### src/rtl/roulette_pkg.sv
// Shared types and constants for the roulette round sequencer: round states,
// bus widths, the legal pocket range and the bet byte layout {color, opcode}.
package roulette_pkg;

   localparam int BET_W      = 8;
   localparam int NUM_W      = 6;
   localparam int MAX_POCKET = 36;

   localparam int COLOR_HI  = 7;
   localparam int COLOR_LO  = 6;
   localparam int OPCODE_HI = 5;
   localparam int OPCODE_LO = 0;

   typedef enum logic [2:0] {
      ST_BET,
      ST_SPIN,
      ST_WAIT_RESULT,
      ST_PAYOUT,
      ST_DONE
   } round_state_t;

   typedef struct packed {
      logic [COLOR_HI-COLOR_LO:0]   color;
      logic [OPCODE_HI-OPCODE_LO:0] opcode;
   } bet_t;

   function automatic logic [COLOR_HI-COLOR_LO:0] bet_color(input logic [BET_W-1:0] b);
      return b[COLOR_HI:COLOR_LO];
   endfunction

   function automatic logic [OPCODE_HI-OPCODE_LO:0] bet_opcode(input logic [BET_W-1:0] b);
      return b[OPCODE_HI:OPCODE_LO];
   endfunction

endpackage

### src/rtl/roulette_round_ctrl_bet_store.sv
// Bet buffer for one round: DEPTH x BET_W register array with a synchronous
// write port and a combinational read port (reads past DEPTH return zero).
module bet_store
   import roulette_pkg::*;
#(
   parameter int DEPTH = 12,
   parameter int AW    = 4
) (
   input  logic             clock,
   input  logic             we,
   input  logic [AW-1:0]    waddr,
   input  logic [BET_W-1:0] wdata,
   input  logic [AW-1:0]    raddr,
   output logic [BET_W-1:0] rdata
);

   logic [BET_W-1:0] mem [DEPTH];

   always_ff @(posedge clock) begin
      if (we) begin
         mem[waddr] <= wdata;
      end
   end

   assign rdata = (32'(raddr) < DEPTH) ? mem[raddr] : '0;

endmodule

### src/rtl/roulette_round_ctrl.sv
// Roulette round sequencer: collect bets, spin, wait for the wheel result, replay bets to payout.
// Optional macro BET_UNDO_EN adds a bet_undo input that removes the most recent bet while betting.
module roulette_round_ctrl
   import roulette_pkg::*;
#(
   parameter int MAX_BETS       = 12,
   parameter int SPIN_CYCLES    = 100_000_000,
   parameter int RESULT_TIMEOUT = 500_000_000
) (
   input  logic             clock,
   input  logic             reset,
   input  logic             bet_valid,
   input  logic [BET_W-1:0] bet_data,
   output logic             bet_ready,
   input  logic             spin_req,
   output logic             motor_en,
   input  logic             result_valid,
   input  logic [NUM_W-1:0] result_num,
   output logic             pay_valid,
   output logic [BET_W-1:0] pay_bet,
   output logic [NUM_W-1:0] pay_num,
   input  logic             pay_ready,
`ifdef BET_UNDO_EN
   input  logic             bet_undo,
`endif
   output logic [3:0]       bet_count,
   output logic             round_done,
   output logic             result_err
);

   localparam int AW      = (MAX_BETS > 1) ? $clog2(MAX_BETS) : 1;
   localparam int CNT_MAX = (SPIN_CYCLES > RESULT_TIMEOUT) ? SPIN_CYCLES : RESULT_TIMEOUT;
   localparam int CNT_W   = $clog2(CNT_MAX + 1);

   round_state_t     state_reg, state_next;
   logic [3:0]       bet_count_reg, bet_count_next;
   logic [3:0]       idx_reg, idx_next;
   logic [CNT_W-1:0] cnt_reg, cnt_next;
   logic             motor_en_reg, motor_en_next;
   logic             pay_valid_reg, pay_valid_next;
   logic [NUM_W-1:0] pay_num_reg, pay_num_next;
   logic             round_done_reg, round_done_next;
   logic             result_err_reg, result_err_next;

   logic             undo_hit;
   logic             bet_accept;
   logic [3:0]       count_after_bet;
   logic             pay_fire;
   logic             last_item;
   logic             spin_over;
   logic             wait_over;
   logic             result_ok;
   logic [BET_W-1:0] store_rdata;

`ifdef BET_UNDO_EN
   assign undo_hit = (state_reg == ST_BET) && bet_undo && (bet_count_reg != 4'd0);
`else
   assign undo_hit = 1'b0;
`endif

   // An effective undo blocks acceptance so the buffer tail is never both removed and rewritten.
   assign bet_ready  = (state_reg == ST_BET) && (bet_count_reg < 4'(MAX_BETS)) && !undo_hit;
   assign bet_accept = bet_valid && bet_ready;

   assign count_after_bet = undo_hit   ? (bet_count_reg - 4'd1) :
                            bet_accept ? (bet_count_reg + 4'd1) : bet_count_reg;

   assign pay_fire  = pay_valid_reg && pay_ready;
   assign last_item = pay_fire && (idx_reg == (bet_count_reg - 4'd1));
   assign spin_over = (cnt_reg == CNT_W'(SPIN_CYCLES - 1));
   assign wait_over = (cnt_reg == CNT_W'(RESULT_TIMEOUT - 1));
   assign result_ok = (result_num <= NUM_W'(MAX_POCKET));

   bet_store #(
      .DEPTH (MAX_BETS),
      .AW    (AW)
   ) u_store (
      .clock (clock),
      .we    (bet_accept),
      .waddr (bet_count_reg[AW-1:0]),
      .wdata (bet_data),
      .raddr (idx_reg[AW-1:0]),
      .rdata (store_rdata)
   );

   always_ff @(posedge clock) begin
      if (reset) begin
         state_reg <= ST_BET;
      end else begin
         state_reg <= state_next;
      end
   end

   always_comb begin
      state_next = state_reg;
      unique case (state_reg)
         ST_BET: begin
            // A bet accepted together with spin_req is part of this round.
            if (spin_req && (count_after_bet != 4'd0)) state_next = ST_SPIN;
         end
         ST_SPIN: begin
            if (spin_over) state_next = ST_WAIT_RESULT;
         end
         ST_WAIT_RESULT: begin
            if (result_valid)   state_next = result_ok ? ST_PAYOUT : ST_DONE;
            else if (wait_over) state_next = ST_DONE;
         end
         ST_PAYOUT: begin
            if (last_item) state_next = ST_DONE;
         end
         ST_DONE: state_next = ST_BET;
         default: state_next = ST_BET;
      endcase
   end

   always_comb begin
      bet_count_next  = bet_count_reg;
      idx_next        = idx_reg;
      pay_num_next    = pay_num_reg;
      result_err_next = result_err_reg;

      if (state_next != state_reg) begin
         cnt_next = '0;
      end else if ((state_reg == ST_SPIN) || (state_reg == ST_WAIT_RESULT)) begin
         cnt_next = cnt_reg + CNT_W'(1);
      end else begin
         cnt_next = cnt_reg;
      end

      unique case (state_reg)
         ST_BET: begin
            bet_count_next = count_after_bet;
            if (state_next == ST_SPIN) result_err_next = 1'b0;
         end
         ST_WAIT_RESULT: begin
            if (result_valid) begin
               if (result_ok) pay_num_next    = result_num;
               else           result_err_next = 1'b1;
            end else if (wait_over) begin
               result_err_next = 1'b1;
            end
         end
         ST_PAYOUT: begin
            if (pay_fire) idx_next = idx_reg + 4'd1;
         end
         ST_DONE: begin
            bet_count_next = 4'd0;
            idx_next       = 4'd0;
         end
         default: ;
      endcase

      // Registered outputs are loaded from the upcoming state so they line up with it.
      motor_en_next   = (state_next == ST_SPIN);
      pay_valid_next  = (state_next == ST_PAYOUT);
      round_done_next = (state_next == ST_DONE);
   end

   always_ff @(posedge clock) begin
      if (reset) begin
         bet_count_reg  <= 4'd0;
         idx_reg        <= 4'd0;
         cnt_reg        <= '0;
         motor_en_reg   <= 1'b0;
         pay_valid_reg  <= 1'b0;
         pay_num_reg    <= '0;
         round_done_reg <= 1'b0;
         result_err_reg <= 1'b0;
      end else begin
         bet_count_reg  <= bet_count_next;
         idx_reg        <= idx_next;
         cnt_reg        <= cnt_next;
         motor_en_reg   <= motor_en_next;
         pay_valid_reg  <= pay_valid_next;
         pay_num_reg    <= pay_num_next;
         round_done_reg <= round_done_next;
         result_err_reg <= result_err_next;
      end
   end

   assign bet_count  = bet_count_reg;
   assign motor_en   = motor_en_reg;
   assign pay_valid  = pay_valid_reg;
   assign pay_bet    = pay_valid_reg ? store_rdata : '0;
   assign pay_num    = pay_num_reg;
   assign round_done = round_done_reg;
   assign result_err = result_err_reg;

endmodule

### config.mk
export PLATFORM = sky130hd
export DESIGN_NAME = roulette_round_ctrl
export DESIGN_NICKNAME = d
export VERILOG_FILES = /design/src/rtl/roulette_pkg.sv /design/src/rtl/roulette_round_ctrl_bet_store.sv /design/src/rtl/roulette_round_ctrl.sv
export SDC_FILE = /design/constraint.sdc
export NUM_CORES = 1
export LEC_CHECK = 0
export CAP_MARGIN = 20
export CORE_MARGIN = 2
export CORE_UTILIZATION = 40
export DETAILED_ROUTE_END_ITERATION = 10
export GPL_TIMING_DRIVEN = 0
export SLEW_MARGIN = 30
export SYNTH_ARGS = -nofsm -noshare
export SYNTH_HDL_FRONTEND = slang
export SYNTH_SLANG_ARGS = --single-unit
### constraint.sdc
create_clock -name clock -period 2.6 [get_ports clock]
set_input_delay 0.39 -clock clock [delete_from_list [all_inputs] [get_ports clock]]
set_output_delay 0.39 -clock clock [all_outputs]
set_load 0.02 [all_outputs]
==> results of run 1 <==
## cell usage after synthesis (all sizes together) (2+ instances only)
library cell	n
o211ai	2
nor3b	4
or4	3
o21ai	11
clkbuf	16
nand2	22
nand4b	2
or2	2
nor4	8
inv	8
or3	9
xor2	6
a21boi	3
ha	6
and3	4
or4b	4
xnor2	22
o31ai	2
mux2i	16
a21oi	16
a211oi	8
edfxtp	96
dfxtp	54
nor3	34
a31oi	2
nor2	49
buf	13
nand3	10
and2	2
nand4	6
nand2b	4
mux4	24
## timing repair
item / CTS / global route
gates resized for setup: 63 / 36
gates cloned: 0 / 1
buffers inserted: 2 / 6
pin swaps: 0 / 5
endpoints found under the setup margin: 53 / 60
## placed cells by master (no fill, tap or decap), types with 10 or more instances in the layout
master / count
sky130_fd_sc_hd__nor3_1: 29
sky130_fd_sc_hd__clkdlybuf4s50_1: 32
sky130_fd_sc_hd__clkbuf_16: 18
sky130_fd_sc_hd__o21ai_0: 11
sky130_fd_sc_hd__nand3_1: 10
sky130_fd_sc_hd__edfxtp_1: 96
sky130_fd_sc_hd__buf_4: 13
sky130_fd_sc_hd__a21oi_1: 12
sky130_fd_sc_hd__mux4_2: 24
sky130_fd_sc_hd__mux2i_1: 13
sky130_fd_sc_hd__dfxtp_1: 49
sky130_fd_sc_hd__xnor2_1: 21
sky130_fd_sc_hd__nand2_1: 22
sky130_fd_sc_hd__nor2_1: 46
## power groups by stage
stage               registers (mW)  clock network (mW)  logic [mW]
finish                        2.58                2.47       0.288
global route                  2.58                2.61       0.314
CTS                           2.58                2.51       0.283
detailed placement            2.63                   0       0.276
global placement              2.63                   0       0.264
floorplan                     2.64                   0       0.149
## logic make-up (layout without fill, tap and decap cells)
kind of cell             Yosys count  in the layout  synth area share
flip-flops                       150            150             0.623
AO/OA/AOI/OAI                     53             53            0.0531
XOR/XNOR                          29             29            0.0435
buffers and inverters             37            119            0.0248
AND/OR/NAND/NOR                  167            167             0.134
adder cells (fa/ha/maj)            6              6            0.0118
multiplexers                      40             40             0.110
## layer usage
layer | vias to the layer above | global-route usage
met5 | - | 0
met4 | 0 | 0.0683
met3 | 16 | 0.0545
met2 | 102 | 0.272
met1 | 2019 | 0.231
li1 | 1964 | -
## cell type report
type                            count  share of cell area
Timing Repair Buffer               53              0.0634
Clock buffer                       17              0.0538
Clock inverter                     15              0.0217
Sequential cell                   150               0.502
Buffer                             26              0.0237
Tap cell                          216              0.0342
Inverter                            8             0.00380
Multi-Input combinational cell    295               0.297
## final timing paths
check / startpoint / endpoint / depth (start not counted)
max: register / pay_bet[7] / 7
max reg2reg: cnt_reg[0]$_SDFFE_PP0P_ / cnt_reg[28]$_SDFFE_PP0P_ / 8
min reg2reg: result_err$_SDFFE_PP0P_ / result_err$_SDFFE_PP0P_ / 2
min: reset / result_err$_SDFFE_PP0P_ / 2
==> metrics.md, run 1 <==
| Metric | Value |
|---|---|
| Via/cell ratio | `5.26` |
| Top_reg_cell synth | `sky130_fd_sc_hd__edfxtp_1` |
| Max Fanout on Critical Path | `5` |
| RD Place Congestion | `about 0.79` |
| Htree depth | `4` |
| Worst-Skew Late Latency | `0.43 ns` |
| Ordered cell list for the critical path | `clkbuf_16 -> mux4_2 -> mux2i_1 -> nor2_1 -> a21oi_2 -> nor2_1 -> buf_2` |
| Final Power | `between 5 and 6 mW` |
| Cell with the biggest individual delay on the critical path | `sky130_fd_sc_hd__mux4_2` |
| Routed met3 length | `884 µm` |
| Delay of the slowest cell on the worst path | `about 0.52 ns` |
| Power Density | `roughly 680 nW/µm²` |
| Critical path required time | `2.21 ns` |
| Final Worst Setup Slack | `-0.000890 ns` |
| Mapped Cells | `~480` |
| Area of the core region | `approximately 16000 µm²` |
| Number of register bits inferred by synthesis | `150` |
| Fraction of synthesized cell area taken by the top area cell type | `0.453` |
| Leakage power | `about 2.6 nW` |
| Mean routed wirelength per cell | `between 15 and 20 µm` |
| Hold-fix buffers, CTS | `0` |
| GRT Overall Usage | `0.175` |
| Final antenna-violating net count | `0` |
| Number of CTS-inserted buffers | `17` |
| Max-cap violation count | `0` |
| Largest net degree at the start of global routing | `17` |
| First-iteration detailed-routing DRC count | `between 200 and 300` |
| Tcrit/Tclk final | `1.00` |
| RSZ-0062 raised after global routing | `yes` |
| Register Area | `between 3000 and 4000 µm²` |
| Syn_nets | `508` |
| Clock Sinks | `150` |
| Worst hold slack across all endpoints | `roughly 0.40 ns` |
| Design internal power | `~4 mW` |
| FF-to-FF setup slack | `roughly 0.08 ns` |
| F_max | `between 0.3 and 0.4 GHz` |
| Standard-cell rows | `46` |
| Ranking of synthesized cells by area | `sky130_fd_sc_hd__edfxtp_1, sky130_fd_sc_hd__dfxtp_1, sky130_fd_sc_hd__mux4_2` |
| Async set-or-reset flop fraction in the synthesized netlist | `0` |
| Proportion of layout cells with a drive suffix above 1 | `0.220` |
| Number of flops mapped to enable cells by yosys | `between 90 and 100` |
| Switching power of the nets | `1.22 mW` |
| Max-Slew Margin vs Limit | `0.415` |
| Final number of hold-violating endpoints | `0` |
| Sequential share of power | `0.483` |
| Share of total power in combinational logic | `0.054` |
| Buffers on Ports | `41` |
| Clock-pin slew on the worst setup and hold paths | `around 0.060 ns` |
| Max clock buf depth | `2` |
| Number of optimization iterations in the first detailed-route pass | `4` |
| Critical Setup Path Class | `reg -> out` |
| Sum Neg Setup Slack | `-0.000890 ns` |
| Buffers and inverters on the worst path | `2` |
| Number of failing setup endpoints in the final timing report | `1` |
| Placed cells | `roughly 740` |
| Shortest clock period the worst path allows after layout | `approximately 2.6 ns` |
| Number of antenna violations at the first check in global routing | `0` |
| Fill cell instance count of the final layout | `~1400` |
| Share of the yosys chip area belonging to registers | `0.623` |
| Average instance area after synthesis | `roughly 13 µm²` |
| Die width | `130 µm` |
| Worst voltage drop across the vdd grid | `0.434 mV` |
| Clock root cell | `sky130_fd_sc_hd__clkbuf_16` |
| Worst slack, placed | `-0.985 ns` |
| Sum of net half-perimeters after detailed placement | `approximately 9.3 mm` |
| Cell class contributing the biggest share of worst-path delay | `multiplexers` |
| Number of I/O pins | `43` |
| Sw Share | `0.228` |
| Via count of the first global-routing pass | `about 4200` |
| Instance area at placement | `between 7000 and 8000 µm²` |
| Synthesis-to-finish area growth | `24.3%` |
| Category of the worst setup path capture point | `primary output` |
| Number of remaining DRC errors | `0` |
| Launching element type of the critical path | `register` |
| Layout net count | `about 580` |
| Number of warning messages in the yosys log | `0` |
| Top metal layer carrying routed signals | `met4` |
| Finished Cell Area | `around 7900 µm²` |
| Area enclosed by the die boundary | `roughly 17000 µm²` |
| Clk network pwr share | `0.463` |
| Final clock skew | `0.00881 ns` |
| Area taken by multi-input logic gates | `around 2300 µm²` |
| Routed via count | `roughly 4100` |
| Detailed-route wire length | `roughly 14 mm` |
| TritonCTS clock tree | `done` |
| # diodes | `0` |
| Total global routing overflow | `0` |
| Met1 WL | `roughly 6.3 mm` |
| Starting density of the core | `0.405` |
| Met2 WL | `approximately 6.4 mm` |
| Final Max Slew Viols | `0` |
| Final cell count without fillers | `between 700 and 800` |
| Synth area leader | `sky130_fd_sc_hd__edfxtp_1` |
| Critical Path AT | `2.21 ns` |
| Global-route wire length before repair | `around 22 mm` |
| Number of unique standard cell types used by synthesis | `between 50 and 60` |
| Class of the tightest hold or removal check | `in -> reg` |
| Synthesized cell area | `6360 µm²` |
| Largest register FFs | `96` |
| Violated checks | `negative setup slack` |
| Die height | `130 µm` |
| Outcome | `finished with violations` |
| Transition time at the pin with the least slew margin | `between 0.8 and 0.9 ns` |
| Cell mode on critical path | `sky130_fd_sc_hd__nor2_1` |
| Final cell utilization of the core | `0.503` |
Note: power is estimated with default switching activity, not from simulation.
==> run 2, diff against run 1 <==
--- a/config.mk
+++ b/config.mk
@@ -10,6 +10,8 @@
 export CORE_UTILIZATION = 40
 export DETAILED_ROUTE_END_ITERATION = 10
 export GPL_TIMING_DRIVEN = 0
+export RECOVER_POWER = 50
+export SKIP_LAST_GASP = 1
 export SLEW_MARGIN = 30
 export SYNTH_ARGS = -nofsm -noshare
 export SYNTH_HDL_FRONTEND = slang
==> metrics.md, run 2 (same netlist as run 1, synthesis figures left out) <==
| Metric | Value |
|---|---|
| Outcome | `complete, no violations` |
| Buffers on Ports | `41` |
| Grt met3 use | `0.0545` |
| Register Area | `roughly 4000 µm²` |
| Cell depth of the worst min-delay path | `2` |
| Max clock buf depth | `2` |
| GRT Overall Usage | `0.175` |
| Instance area at placement | `between 7000 and 8000 µm²` |
| Worst voltage drop across the vdd grid | `approximately 0.44 mV` |
| Layout net count | `577` |
| Met1 Resource Use GR | `0.231` |
| Area taken by multi-input logic gates | `between 2000 and 2500 µm²` |
| Routed via count | `about 4100` |
| Area enclosed by the die boundary | `16900 µm²` |
| Cell class contributing the biggest share of worst-path delay | `multiplexers` |
| Transition time at the pin with the least slew margin | `~0.89 ns` |
| Clk network pwr share | `0.463` |
| Ordered cell list for the critical path | `buf_12 -> mux4_2 -> mux2i_2 -> nor2_1 -> a21oi_2 -> nor2_1 -> buf_4` |
| Number of failing setup endpoints in the final timing report | `0` |
| RD Place Congestion | `approximately 0.79` |
| Sequential share of power | `0.484` |
| Clock Sinks | `150` |
| Leakage power | `around 2.6 nW` |
| R2R Path Start | `cnt_reg[0]$_SDFFE_PP0P_` |
| Final number of hold-violating endpoints | `0` |
| Most crowded layer after global routing | `met2` |
| Finished Cell Area | `approximately 7900 µm²` |
| Routing usage on met2 | `0.272` |
| Starting density of the core | `0.405` |
| TritonCTS clock tree | `done` |
| Most frequent standard cell in the layout excluding fill and tap cells | `sky130_fd_sc_hd__edfxtp_1` |
| Htree depth | `4` |
| Total global routing overflow | `0` |
| Number of I/O pins | `between 40 and 50` |
| # diodes | `0` |
| First-iteration detailed-routing DRC count | `around 260` |
| Final Max Slew Viols | `0` |
| Max-Slew Margin vs Limit | `0.404` |
| Number of optimization iterations in the first detailed-route pass | `4` |
| Number of CTS-inserted buffers | `17` |
| Delay of the slowest cell on the worst path | `0.51 ns` |
| Critical path required time | `2.21 ns` |
| Design internal power | `~4.1 mW` |
| Stages on the worst setup path | `7` |
| Sum Neg Setup Slack | `0 ns` |
| Buffers and inverters on the worst path | `2` |
| Final clock skew | `0.00729 ns` |
| Switching power of the nets | `around 1.2 mW` |
| Power Density | `~670 nW/µm²` |
| Critical Path AT | `between 2 and 2.5 ns` |
| Shortest clock period the worst path allows after layout | `2.59 ns` |
| Class of the tightest hold or removal check | `in -> reg` |
| Launching element type of the critical path | `register` |
| Max Fanout on Critical Path | `5` |
| Fill cell instance count of the final layout | `1360` |
| Largest net degree at the start of global routing | `17` |
| Mean routed wirelength per cell | `about 18 µm` |
| Die height | `around 130 µm` |
| Clock-pin slew on the worst setup and hold paths | `approximately 0.060 ns` |
| Number of antenna violations at the first check in global routing | `0` |
| Standard-cell rows | `46` |
| Critical Setup Path Class | `reg -> out` |
| Via/cell ratio | `5.26` |
| Proportion of layout cells with a drive suffix above 1 | `0.218` |
| Most used cells in the layout excluding fill and tap cells | `sky130_fd_sc_hd__edfxtp_1, sky130_fd_sc_hd__dfxtp_1, sky130_fd_sc_hd__nor2_1` |
| Worst-Skew Late Latency | `about 0.43 ns` |
| Global-route wire length before repair | `22.3 mm` |
| RSZ-0062 raised after global routing | `yes` |
| Sum of net half-perimeters after detailed placement | `around 9.3 mm` |
| Cell mode on critical path | `sky130_fd_sc_hd__nor2_1` |
| Share of total power in combinational logic | `0.053` |
| Largest register FFs | `between 90 and 100` |
| Detailed-route wire length | `between 10 and 15 mm` |
| Number of remaining DRC errors | `0` |
| Synthesis-to-finish area growth | `24.2%` |
| Depth of the worst register-to-register path | `8` |
| Origin of the worst min-delay path | `reset` |
| F_max | `between 0.3 and 0.4 GHz` |
| Via count of the first global-routing pass | `approximately 4200` |
| Tcrit/Tclk final | `0.996` |
| Clock root cell | `sky130_fd_sc_hd__clkbuf_16` |
| Hold-fix buffers, CTS | `0` |
| Area of the core region | `between 15000 and 20000 µm²` |
| Die width | `~130 µm` |
| Max-cap violation count | `0` |
| Final antenna-violating net count | `0` |
| Sw Share | `0.227` |
| Category of the worst setup path capture point | `primary output` |
| Cell with the biggest individual delay on the critical path | `sky130_fd_sc_hd__mux4_2` |
run 2: cell count changes in the layout (fill, tap and decap cells not counted):
cell / previous run / this run
sky130_fd_sc_hd__and2_0: 0 / 1
sky130_fd_sc_hd__nor3_2: 4 / 3
sky130_fd_sc_hd__and2_1: 2 / 1
sky130_fd_sc_hd__dlygate4sd3_1: 0 / 20
sky130_fd_sc_hd__clkdlybuf4s50_1: 32 / 12
sky130_fd_sc_hd__nor3_1: 29 / 30
run 2: routing by layer:
layer  wire [µm]  vias up  share of wire
li1            -     1963              -
met1        6340     2028           0.46
met2        6320       97           0.46
met3         827       17          0.060
met4         217        0          0.016
met5           0        -              0
run 2: path summary, 6_finish.rpt:
kind / to / slack [ns]
worst max-delay path: pay_bet[2] / 0.01
worst min-delay path: result_err$_SDFFE_PP0P_ / 0.39
worst max register to register: cnt_reg[28]$_SDFFE_PP0P_ / 0.08
worst min register to register: result_err$_SDFFE_PP0P_ / 0.48
run 2: area by class of cell:
type | count | area share
flip-flops and latches | 150 | 0.503
multi-input cells | 295 | 0.297
repair buffers | 53 | 0.0635
clock buffers | 17 | 0.0538
well taps | 216 | 0.0342
plain buffers | 26 | 0.0237
clock inverters | 15 | 0.0217
inverters | 8 | 0.00380
run 2: repair_timing:
item,in CTS,in global routing
buffers inserted,2,6
setup endpoints to repair,53,60
pin swaps,0,5
gates resized for setup,62,37
gates cloned,0,1
run 2: stage by stage:
step                      hold slack (ns)  std cells  utilization  worst slack (ns)  total power [mW]
after global placement              0.465        739        0.449             -1.01              2.89
after detailed placement            0.470        742        0.451            -0.985              2.91
after global routing                0.418        780        0.503            -0.134              5.50
after CTS                           0.372        774        0.493            -0.131              5.38
after floorplan                     0.464        482            -             0.119              2.78
final                               0.392        780        0.503            0.0116              5.33
run 2: power groups by stage:
stage / Sequential, mW / Clock (mW) / Combinational (mW)
2_1_floorplan: 2.64 / 0 / 0.149
3_3_place_gp: 2.63 / 0 / 0.264
3_5_place_dp: 2.63 / 0 / 0.276
4_1_cts: 2.58 / 2.51 / 0.283
5_1_grt: 2.58 / 2.61 / 0.309
6_report: 2.58 / 2.47 / 0.283
